### src/rtl/ps2_pkg.sv
// Shared types and constants for the PS/2 receive path.
package ps2_pkg;

  // Receiver frame-tracking states.
  typedef enum logic [2:0] {
    IDLE   = 3'd0,
    DATA   = 3'd1,
    PARITY = 3'd2,
    STOP   = 3'd3,
    DONE   = 3'd4
  } state_t;

  // Error code bits presented alongside each byte.
  localparam logic [1:0] ERR_PARITY = 2'b01;
  localparam logic [1:0] ERR_STOP   = 2'b10;

  // Start + 8 data + parity + stop.
  localparam int PS2_FRAME_BITS = 11;

endpackage

### src/rtl/ps2_byte_receiver_if.sv
// Bundle between the PS/2 pins / mouse master and the byte receiver.
interface ps2_byte_receiver_if;
  import ps2_pkg::*;

  logic       CLK_MOUSE_IN;
  logic       DATA_MOUSE_IN;
  logic       READ_ENABLE;
  logic [7:0] BYTE_READ;
  logic [1:0] BYTE_ERROR_CODE;
  logic       BYTE_READY;

  // Master side: drives the pins and the enable, consumes received bytes.
  modport master (
    output CLK_MOUSE_IN,
    output DATA_MOUSE_IN,
    output READ_ENABLE,
    input  BYTE_READ,
    input  BYTE_ERROR_CODE,
    input  BYTE_READY
  );

  // Slave side: the receiver itself.
  modport slave (
    input  CLK_MOUSE_IN,
    input  DATA_MOUSE_IN,
    input  READ_ENABLE,
    output BYTE_READ,
    output BYTE_ERROR_CODE,
    output BYTE_READY
  );
endinterface

### src/rtl/ps2_line_filter.sv
// Synchronizes the raw PS/2 clock and data pins, deglitches the clock and
// emits a one-cycle pulse on each accepted falling edge of the clock.
module ps2_line_filter #(
  parameter int FILTER_LEN = 8
) (
  input  logic CLK,
  input  logic RESET,
  input  logic CLK_RAW,
  input  logic DATA_RAW,
  output logic data_sync,
  output logic fe
);
  import ps2_pkg::*;

  localparam int CW = $clog2(FILTER_LEN + 1);

  // Bit 0 carries the clock line, bit 1 the data line.
  logic [1:0]    raw_lines;
  logic [1:0]    meta_reg;
  logic [1:0]    sync_reg;
  logic [CW-1:0] cnt_reg;
  logic          clk_filt_reg;
  logic          fe_reg;

  assign raw_lines = {DATA_RAW, CLK_RAW};

  generate
    for (genvar gi = 0; gi < 2; gi++) begin : g_sync
      // Two-flop synchronizer; resets to the idle-high bus level.
      always_ff @(posedge CLK) begin
        if (RESET) begin
          meta_reg[gi] <= 1'b1;
          sync_reg[gi] <= 1'b1;
        end else begin
          meta_reg[gi] <= raw_lines[gi];
          sync_reg[gi] <= meta_reg[gi];
        end
      end
    end
  endgenerate

  // Accept a new clock level only after it has been stable for FILTER_LEN cycles.
  always_ff @(posedge CLK) begin
    if (RESET) begin
      cnt_reg      <= '0;
      clk_filt_reg <= 1'b1;
      fe_reg       <= 1'b0;
    end else begin
      fe_reg <= 1'b0;
      if (sync_reg[0] != clk_filt_reg) begin
        if (cnt_reg == CW'(FILTER_LEN - 1)) begin
          clk_filt_reg <= sync_reg[0];
          cnt_reg      <= '0;
          fe_reg       <= ~sync_reg[0];
        end else begin
          cnt_reg <= cnt_reg + CW'(1);
        end
      end else begin
        cnt_reg <= '0;
      end
    end
  end

  assign data_sync = sync_reg[1];
  assign fe        = fe_reg;

endmodule

### src/rtl/ps2_byte_receiver.sv
// Host-side PS/2 byte receiver: deframes 11-bit device frames into a byte,
// a 2-bit error code and a one-cycle ready strobe.
module ps2_byte_receiver #(
  parameter int FILTER_LEN     = 8,
  parameter int TIMEOUT_CYCLES = 50000
) (
  input  logic                 CLK,
  input  logic                 RESET,
  ps2_byte_receiver_if.slave   bus
);
  import ps2_pkg::*;

  localparam int TW        = $clog2(TIMEOUT_CYCLES + 1);
  localparam int DATA_BITS = PS2_FRAME_BITS - 3;

  logic          data_sync;
  logic          fe;

  state_t        state_reg,      state_next;
  logic [2:0]    bit_cnt_reg,    bit_cnt_next;
  logic [7:0]    shift_reg,      shift_next;
  logic          parity_err_reg, parity_err_next;
  logic [TW-1:0] timeout_reg,    timeout_next;
  logic [7:0]    byte_read_reg,  byte_read_next;
  logic [1:0]    byte_err_reg,   byte_err_next;
  logic          byte_ready_reg, byte_ready_next;
  logic          stop_err;

  ps2_line_filter #(
    .FILTER_LEN (FILTER_LEN)
  ) u_line_filter (
    .CLK       (CLK),
    .RESET     (RESET),
    .CLK_RAW   (bus.CLK_MOUSE_IN),
    .DATA_RAW  (bus.DATA_MOUSE_IN),
    .data_sync (data_sync),
    .fe        (fe)
  );

  // State and datapath registers.
  always_ff @(posedge CLK) begin
    if (RESET) begin
      state_reg      <= IDLE;
      bit_cnt_reg    <= '0;
      shift_reg      <= '0;
      parity_err_reg <= 1'b0;
      timeout_reg    <= '0;
      byte_read_reg  <= '0;
      byte_err_reg   <= '0;
      byte_ready_reg <= 1'b0;
    end else begin
      state_reg      <= state_next;
      bit_cnt_reg    <= bit_cnt_next;
      shift_reg      <= shift_next;
      parity_err_reg <= parity_err_next;
      timeout_reg    <= timeout_next;
      byte_read_reg  <= byte_read_next;
      byte_err_reg   <= byte_err_next;
      byte_ready_reg <= byte_ready_next;
    end
  end

  // Frame sequencing; outputs are loaded on the stop-bit edge so they are
  // valid together with the strobe during the DONE cycle.
  always_comb begin
    state_next      = state_reg;
    bit_cnt_next    = bit_cnt_reg;
    shift_next      = shift_reg;
    parity_err_next = parity_err_reg;
    timeout_next    = timeout_reg;
    byte_read_next  = byte_read_reg;
    byte_err_next   = byte_err_reg;
    byte_ready_next = 1'b0;
    stop_err        = ~data_sync;

    case (state_reg)
      IDLE: begin
        timeout_next = '0;
        if (fe && bus.READ_ENABLE && !data_sync) begin
          state_next   = DATA;
          bit_cnt_next = '0;
        end
      end
      DATA, PARITY, STOP: begin
        if (fe) begin
          timeout_next = '0;
          if (state_reg == DATA) begin
            shift_next[bit_cnt_reg] = data_sync;
            if (bit_cnt_reg == 3'(DATA_BITS - 1)) begin
              state_next = PARITY;
            end else begin
              bit_cnt_next = bit_cnt_reg + 3'd1;
            end
          end else if (state_reg == PARITY) begin
            parity_err_next = ~(^{shift_reg, data_sync});
            state_next      = STOP;
          end else begin
            byte_read_next  = shift_reg;
            byte_err_next   = (parity_err_reg ? ERR_PARITY : 2'b00) |
                              (stop_err       ? ERR_STOP   : 2'b00);
            byte_ready_next = 1'b1;
            state_next      = DONE;
          end
        end else if (timeout_reg == TW'(TIMEOUT_CYCLES)) begin
          state_next   = IDLE;
          timeout_next = '0;
        end else begin
          timeout_next = timeout_reg + TW'(1);
        end
      end
      DONE: begin
        state_next = IDLE;
      end
      default: begin
        state_next = IDLE;
      end
    endcase
  end

  assign bus.BYTE_READ       = byte_read_reg;
  assign bus.BYTE_ERROR_CODE = byte_err_reg;
  assign bus.BYTE_READY      = byte_ready_reg;

endmodule

### src/flat_wrapper.sv
// flat-port wrapper written by rule: the top's interface ports become plain ports
module ps2_byte_receiver_flat import ps2_pkg::*;
#(
  parameter int FILTER_LEN     = 8,
  parameter int TIMEOUT_CYCLES = 50000
)
  (CLK, RESET, bus_CLK_MOUSE_IN, bus_DATA_MOUSE_IN, bus_READ_ENABLE, bus_BYTE_READ, bus_BYTE_ERROR_CODE, bus_BYTE_READY);
  ps2_byte_receiver_if bus_i ();
  input  logic CLK;
  input  logic RESET;
  input wire logic [$bits(bus_i.CLK_MOUSE_IN)-1:0] bus_CLK_MOUSE_IN;
  input wire logic [$bits(bus_i.DATA_MOUSE_IN)-1:0] bus_DATA_MOUSE_IN;
  input wire logic [$bits(bus_i.READ_ENABLE)-1:0] bus_READ_ENABLE;
  output wire logic [$bits(bus_i.BYTE_READ)-1:0] bus_BYTE_READ;
  output wire logic [$bits(bus_i.BYTE_ERROR_CODE)-1:0] bus_BYTE_ERROR_CODE;
  output wire logic [$bits(bus_i.BYTE_READY)-1:0] bus_BYTE_READY;
  assign bus_i.CLK_MOUSE_IN = bus_CLK_MOUSE_IN;
  assign bus_i.DATA_MOUSE_IN = bus_DATA_MOUSE_IN;
  assign bus_i.READ_ENABLE = bus_READ_ENABLE;
  assign bus_BYTE_READ = bus_i.BYTE_READ;
  assign bus_BYTE_ERROR_CODE = bus_i.BYTE_ERROR_CODE;
  assign bus_BYTE_READY = bus_i.BYTE_READY;
  ps2_byte_receiver #(.FILTER_LEN(FILTER_LEN), .TIMEOUT_CYCLES(TIMEOUT_CYCLES)) u_core (.CLK(CLK), .RESET(RESET), .bus(bus_i));
endmodule
### config.mk
export PLATFORM = sky130hd
export DESIGN_NAME = ps2_byte_receiver_flat
export DESIGN_NICKNAME = d
export VERILOG_FILES = /design/src/rtl/ps2_pkg.sv /design/src/rtl/ps2_byte_receiver_if.sv /design/src/rtl/ps2_line_filter.sv /design/src/rtl/ps2_byte_receiver.sv /design/src/flat_wrapper.sv
export SDC_FILE = /design/constraint.sdc
export NUM_CORES = 1
export LEC_CHECK = 0
export BUFFER_PORTS_ARGS = -buffer_cell sky130_fd_sc_hd__clkbuf_2
export CORE_ASPECT_RATIO = 0.8
export CORE_MARGIN = 2
export CORE_UTILIZATION = 40
export CTS_CLUSTER_SIZE = 24
export DETAILED_ROUTE_END_ITERATION = 10
export PLACE_DENSITY_LB_ADDON = 0.05
export RECOVER_POWER = 100
export SYNTH_ARGS = -nofsm -noshare
export SYNTH_HDL_FRONTEND = slang
export SYNTH_HIERARCHICAL = 1
export SYNTH_SLANG_ARGS = --single-unit
### constraint.sdc
create_clock -name CLK -period 2.9 [get_ports CLK]
set_input_delay 0.145 -clock CLK [delete_from_list [all_inputs] [get_ports CLK]]
set_output_delay 0.145 -clock CLK [all_outputs]
set_load 0.005 [all_outputs]
* After elaboration in Yosys (flattened, before gate mapping)
Index checks and enable logic that the tools add are counted.
Widths: inputs -> output; s select.
** Storage, ports and cells
- Output and inout bits :: 11
- Register bits after elaboration :: 52
- Input bits :: 5
- Word-level logic and storage cells :: 80
** Operators by class
- Bitwise logic cells :: 9
- Equality and inequality tests :: 13
- Add/sub/neg operators :: 3
- $lt $le $gt $ge :: 2
- Muxes and demuxes :: 21
- Reductions and logical operators :: 17
** Operator list (count)
- $mux 16 :: 2
- $pmux 16 s2 :: 1
- $mux 3 :: 10
- $add 16x1->16 const B :: 1
- $eq 16x16->1 const B :: 1
- $pmux 3 s2 :: 2
- $reduce_or 3->1 :: 3
- $reduce_xor 9->1 :: 1
- $bwmux 8 :: 1
- $not 1->1 :: 8
- $reduce_and 4->1 :: 2
- $eq 3x2->1 const B :: 2
- $reduce_and 3->1 :: 2
- $reduce_and 5->1 :: 1
- $add 4x1->4 const B :: 1
- $eq 4x3->1 const B :: 1
- $lt 3x4->1 const B :: 1
- $ne 2x1->1 const B :: 2
- $ne 2x2->1 const B :: 2
- $ne 4x4->1 const B :: 1
- $reduce_or 4->1 :: 1
- $add 3x1->3 const B :: 1
- $demux 1 s3 :: 1
- $eq 3x1->1 const B :: 1
- 12 further kinds :: 16

* Depth between registers and ports, before layout
Gate-level depths: netlist of run 1.
- Word-level depth :: 5
- Mapped depth :: 8

* Cells and area by module
Netlist of run 1, hierarchy kept.
** By module, submodules not included
- ps2_byte_receiver :: sequential area each 840.8 um^2, area each 1966.9 um^2, cells each 231, instances 1
- ps2_line_filter :: sequential area each 200.2 um^2, area each 352.8 um^2, cells each 30, instances 1

* Worst setup path after synthesis of run 1
No wires, ideal clock.
- Path type :: reg2reg
- From :: reg u_core.timeout_reg[2]
- To :: reg u_core.state_reg[1]
- Library setup time :: 0.128 ns
- Arrival :: 1.533 ns
- Slack :: 1.239 ns
- Period minus slack after synthesis :: 1.661 ns
- Buffers on the path :: 0
- Cell stages (with the launch flop) :: 6
- Cells stage by stage :: dfxtp_1 or4_1 nor4_2 nor3_1 a221oi_2 nor2_1
** Between the ends
- Word-level cells in the longest chain between the ends :: 3
** RTL lines
- from (decl) :: line ps2_byte_receiver.sv:23 : logic [TW-1:0] timeout_reg, timeout_next;
- from (signal assigned) :: line ps2_byte_receiver.sv:56 : timeout_reg <= timeout_next;
- $eq 16x16->1 :: line ps2_byte_receiver.sv:104 : end else if (timeout_reg == TW'(TIMEOUT_CYCLES)) begin
- $ne 3x2->1 (no source line)
- $reduce_and 3->1 (no source line)
- to (signal assigned) :: line ps2_byte_receiver.sv:52 : state_reg <= state_next;
- to (decl) :: line ps2_byte_receiver.sv:19 : state_t state_reg, state_next;
Every way passes these cells.
A chain may end at the register's enable or synchronous reset.

* Final worst setup path of run 1
- From :: reg u_core.state_reg[2]
- To :: reg u_core.timeout_reg[11]
** Between the ends
- Word-level cells in the longest chain between the ends :: 3
- Elaborated cells between the ends (all ways) :: 7
- Classes of those cells :: eq/ne: 3; mux: 1; reduce/logical: 3
** RTL lines
- $eq 3x2->1 / $eq 3x1->1 (equally long branches) :: line ps2_byte_receiver.sv:76 : case (state_reg)
- $reduce_or 3->1 :: line ps2_byte_receiver.sv:76
- $pmux 16 s2 / $reduce_bool 2->1 (equally long branches)
Several ways; a longest one is shown, not always the timed one.

==> flow_summary.toml, run 1 <==
[run_status]
status = "completed"

[pwr]
clkPwrFrac_pct = 36.3
p_sw_mw = 0.238
p_int_mw = 0.917
p_sw_share_pct = 20.6
combPwrFrac_pct = 1.4
ir_drop_uv = 230
powerDensity_nw_per_um2 = 460
p_leak_nw = 0.878
seqPwrFrac_pct = 62.2

[place]
dp_hpwl_um = 3080
placed_area_sq_um = 2450
gp_congestion = 0.902
numPortBuffers = 15
dpl.cell_count = 345

[logic_synthesis]
synth-compound-area-share_pct = 7.82
yosysTopAreaCell = "dfxtp_1"
muxShareOfSynthArea_pct = 5.66
synth.distinct_cells = 40
yosysWarnings = 6
synth_most_common_cell = "dfxtp_1"
syn-mean-instance-area_sq_um = 8.89
ys.flop_type = "dfxtp_1"
syn_nets = 271
ys_seq_elements = 52
syn_inst = 261
synth_top_family_by_area = "simple AND/OR/NAND/NOR gates"
synth_common_cells = "52 x dfxtp_1, 39 x nor2_1, 33 x nand2_1, 16 x a21oi_1, 12 x mux2i_1"
synth_area_leaders = "dfxtp_1 45%, nor2_1 6.3%, nand2_1 5.3%"
ys_seq_area_share_pct = 44.9
netlist.area_leader.share_pct = 44.9
synth_adder_area_share_pct = 2.70
synth-edff-count = 0
synthSimpleGateAreaFrac_pct = 27.4
synth_xor_xnor_area_share_pct = 7.93
async_flop_share_pct = 0
syn-cell-area_sq_um = 2320

[clock_tree]
numCtsBuffers = 5
root_buffer = "clkbuf_8"
cts_resized = 0
cts_tree = "built"
cts_hold_repair.buffers = 0
worstSkewPairLatency_ns = 0.30
cts_buffer_depth = 2
clk_pin_slew_ns = 0.09
clock_sinks = 52
cts_setup_buffers = 0
cts_max_level = 2

[sta]
hold_viol_final = 0
slew_viol_final = 0
post-route-period-util_pct = 74.0
finalSetupViolCount = 0
rsz0062_at_grt = "false"
min_period_ns = 2.15
worstMarginPinSlew_ns = 1.44
relSlewSlack_pct = 3.91
fmax_mhz = 466
fin_skew_ns = 0.00339
setup-tns-final_ns = 0
holdWs_ns = 0.0206

[floorplan]
fp.coreArea_sq_um = 5530
die_w_um = 89.1
dieArea_sq_um = 6430
initial_utilization_pct = 42.0
die_height_um = 72.1
num_rows = 24
num_io_pins = 16

[worst_hold_path]
hold_class = "input pin to flop"

[global_route]
grt_pass1_wl_um = 7760
antenna_found_initial = 0
grt_max_degree = 35
gr-usage-all-layers_pct = 15.6
grt_pass1_vias = 1589
grt_overflow = 0

[flow_run]
drv_cap = 0

[worst_setup_path]
cp_max_fo = 12
path_class = "flop to flop"
cp_data_arrival_time_ns = 2.38
cp.required_ns = 3.14
cp-end-kind = "flop"
worst_setup_path_start_kind = "flop"

[route]
drt_iter0_drc = 122
route.detailed.drc = 0
detail_route.vias_per_cell = 4.88
drt_first_pass_iters = 4
wire_per_inst_um = 12.7
drtAntennaViolNets = 0
routed_wl_um = 4480
via_count = 1723

[final_layout]
stdcell_count = 353
stdcell_area_sq_um = 2510
drive_above_1_share_pct = 8.00
largest_register_ffs = 16
area_growth_pct = 8.25
diodes = 0
utilization_pct = 45.4
nets = 284
## worst paths after layout
kind	from	end	slack, ns	cells past startpoint
worst min register to register	u_core/u_line_filter/meta_reg[1]$_SDFF_PP1_	u_core/u_line_filter/data_sync$_SDFF_PP1_	0.41	1
worst max register to register	u_core/state_reg[2]$_SDFFE_PP0P_	u_core/timeout_reg[11]$_SDFFE_PP0P_	0.75	5
worst max-delay path	u_core/state_reg[2]$_SDFFE_PP0P_	u_core/timeout_reg[11]$_SDFFE_PP0P_	0.75	5
worst min-delay path	bus_DATA_MOUSE_IN	u_core/u_line_filter/meta_reg[1]$_SDFF_PP1_	0.02	2
## logic make-up (layout without fill, tap and decap cells)
family	after synthesis	in the layout
muxes	13	13
adders and majority gates	5	5
xor gates and xnor gates	21	21
DFF	52	52
AOI/OAI and AO/OA	29	29
and+or+nand+nor	121	121
buffers and inverters	20	34
## routing by layer
layer / wire [um] / GRT usage (%)
met1: 2600 / 24.8
met2: 1630 / 19.6
met3: 186 / 3.64
met4: 64 / 6.47
met5: 0 / 0
## layout make-up
type | count | area [sq um]
clock buffers | 8 | 90.1
fillers | 568 | 3010
inverters | 10 | 37.5
multi-input cells | 189 | 1180
flip-flops and latches | 52 | 1040
well taps | 78 | 97.6
repair buffers | 16 | 68.8
## power groups by stage
stage / Clock, mW / Combinational [mW] / Sequential, mW
global route: 0.469 / 0.0194 / 0.720
global placement: 0 / 0.0179 / 0.736
detailed placement: 0 / 0.0179 / 0.736
finish: 0.420 / 0.0166 / 0.719
floorplan: 0 / 0.0121 / 0.734
CTS: 0.443 / 0.0179 / 0.719
## metrics by stage
| stage | setup slack [ns] | power (mW) |
|---|---|---|
| 6_report | 0.754 | 1.16 |
| 4_1_cts | 0.766 | 1.18 |
| 3_5_place_dp | 0.788 | 0.754 |
| 5_1_grt | 0.586 | 1.21 |
| 2_1_floorplan | 1.24 | 0.746 |
| 3_3_place_gp | 0.887 | 0.754 |
## critical path: stages (launching register included)
cell and delay, ns:
dfxtp_1 0.43, o21bai_1 0.26, nor3_1 0.30, nor2b_1 0.72
o21ai_0 0.19, a21oi_1 0.18
## layout by cell type, fill, tap and decap left out, types with 2 or more instances in the layout
cell,n
nand3_1,7
a21oi_1,16
nand2b_1,2
clkbuf_8,6
inv_1,10
dfxtp_1,52
xor2_1,11
mux2i_1,12
o21ai_0,4
ha_1,5
nor2_1,39
xnor2_1,10
a31oi_1,2
nor3b_1,4
nor4_1,3
nand2_1,33
nor3_1,5
or2_2,4
clkbuf_1,11
a41oi_1,2
nand4bb_1,2
and3_1,2
nand3b_1,2
nand4_1,7
nor2b_1,4
clkbuf_2,7
No activity file was read; power rests on OpenSTA's default activity.
==> run 2: changes to the inputs <==
Clock period 2.9 ns to 2.2 ns, I/O delays scaled along.
==> flow_summary.toml, run 2 (same netlist as run 1, synthesis figures left out) <==
[worst_setup_path]
path_class = "flop to flop"
critPathMaxStageDelay_ns = 0.54
rrSetupSlack_ns = 0.27
cp.required_ns = 2.39
slowest_stage = "or4_1"
cp-end-kind = "flop"
cp_max_fo = 10
crit_chain = "or4_1 > nor4_1 > nor2b_1 > buf_4 > nor2_8 > nor2_1"
cp_data_arrival_time_ns = 2.12
worst_setup_path_start_kind = "flop"

[pwr]
p_leak_nw = 0.918
clkPwrFrac_pct = 36.4
powerDensity_nw_per_um2 = 594
ir_drop_uv = 306
p_int_mw = 1.21
p_sw_share_pct = 20.7
seqPwrFrac_pct = 61.8
p_sw_mw = 0.317
combPwrFrac_pct = 1.8

[clock_tree]
root_buffer = "clkbuf_8"
worstSkewPairLatency_ns = 0.30
numCtsBuffers = 5
cts_setup_buffers = 0
clk_pin_slew_ns = 0.09
cts_tree = "built"
cts_max_level = 2
clock_sinks = 52
cts_buffer_depth = 2

[floorplan]
num_rows = 24
initial_utilization_pct = 42.0
die_w_um = 89.1
dieArea_sq_um = 6430
die_height_um = 72.1
num_io_pins = 16
fp.coreArea_sq_um = 5530

[route]
drt_iter0_drc = 105
drtAntennaViolNets = 0
routed_wl_um = 4400
wire_per_inst_um = 12.2
detail_route.vias_per_cell = 4.78
drt_first_pass_iters = 4
via_count = 1719
route.detailed.drc = 0

[sta]
hold_viol_final = 0
relSlewSlack_pct = 27.6
slew_viol_final = 0
fin_skew_ns = 0.00567
rsz0062_at_grt = "false"
finalSetupViolCount = 0
setup-tns-final_ns = 0
min_period_ns = 1.93
worstMarginPinSlew_ns = 1.09
post-route-period-util_pct = 87.6
fmax_mhz = 519

[final_layout]
stdcell_area_sq_um = 2570
fillerInstances = 585
drive_above_1_share_pct = 10.3
area_growth_pct = 10.9
nets = 291
final_common_cell = "dfxtp_1"
diodes = 0
largest_register_ffs = 16
mostFrequentLayoutCells = "52 x dfxtp_1, 39 x nor2_1, 33 x nand2_1, 16 x a21oi_1, 12 x mux2i_1"

[global_route]
grt_pass1_wl_um = 7330
gr-usage-met1_pct = 23.9
gr-usage-all-layers_pct = 14.6
use_met2_pct = 18.8
grt_busiest_layer = "met1"
grt_pass1_vias = 1546
antenna_found_initial = 0
grt_max_degree = 27
grt_overflow = 0
use_met3_pct = 3.41

[place]
numPortBuffers = 15
gp_congestion = 0.764
placed_area_sq_um = 2490
dp_hpwl_um = 3090

[worst_hold_path]
hold_class = "input pin to flop"

[run_status]
status = "completed"

[flow_run]
drv_cap = 0
-- run 2: cell count changes in the layout (fill, tap and decap cells not counted) --
| cell | before | now |
|---|---|---|
| a221oi_2 | 0 | 1 |
| dlygate4sd3_1 | 0 | 2 |
| a221oi_1 | 1 | 0 |
| clkbuf_2 | 7 | 9 |
| clkbuf_1 | 11 | 10 |
| buf_4 | 0 | 4 |
-- run 2: layout make-up --
type                       count  area [sq um]  area share (%)
sequential                    52          1040            40.4
timing repair buffer          23           125            4.86
clock buffer                   8          90.1            3.50
multi-input combinational    189          1180            45.9
inverter                      10          37.5            1.46
tap                           78          97.6            3.79
-- run 2: repair_timing --
item                      in CTS  in global routing
resized for setup              0                  0
hold endpoints to repair       2                  0
hold buffers                   2                  0
-- run 2: worst max-delay path, delay by kind of cell, from the launching register on --
| kind | cells | cell delay [ns] |
|---|---|---|
| AND/OR/NAND/NOR | 5 | 1.25 |
| flip-flops | 1 | 0.38 |
| buffers and inverters | 1 | 0.19 |
-- run 2: metrics by stage --
stage	instances	worst slack [ns]	hold WS (ns)	total power [mW]	utilization (%)
6_report	360	0.273	0.210	1.53	46.6
5_1_grt	360	0.144	0.257	1.58	46.6
4_1_cts	360	0.349	0.129	1.56	47.1
3_5_place_dp	350	0.368	0.297	0.995	45.1
3_3_place_gp	350	0.406	0.295	0.995	45.1
2_1_floorplan	261	0.539	0.184	0.984	-
-- run 2: power groups by stage --
stage	combinational [mW]	clock (mW)	sequential [mW]
floorplan	0.0160	0	0.968
global placement	0.0267	0	0.968
detailed placement	0.0269	0	0.968
CTS	0.0297	0.580	0.946
global route	0.0316	0.606	0.946
finish	0.0280	0.556	0.946
-- run 2: final timing paths --
kind / start / endpoint / depth (start not counted)
worst min register to register: u_core/u_line_filter/meta_reg[1]$_SDFF_PP1_ / u_core/u_line_filter/data_sync$_SDFF_PP1_ / 1
worst min-delay path: RESET / u_core/bus.BYTE_ERROR_CODE[1]$_SDFFE_PP0P_ / 2
worst max-delay path: u_core/timeout_reg[2]$_SDFFE_PP0P_ / u_core/timeout_reg[4]$_SDFFE_PP0P_ / 6
worst max register to register: u_core/timeout_reg[2]$_SDFFE_PP0P_ / u_core/timeout_reg[4]$_SDFFE_PP0P_ / 6
-- run 2: per-layer routing --
layer | wire, um | up-vias
met1 | 2590 | 755
met3 | 192 | 5
met4 | 37 | 0
met5 | 0 | -
li1 | - | 931
met2 | 1590 | 28
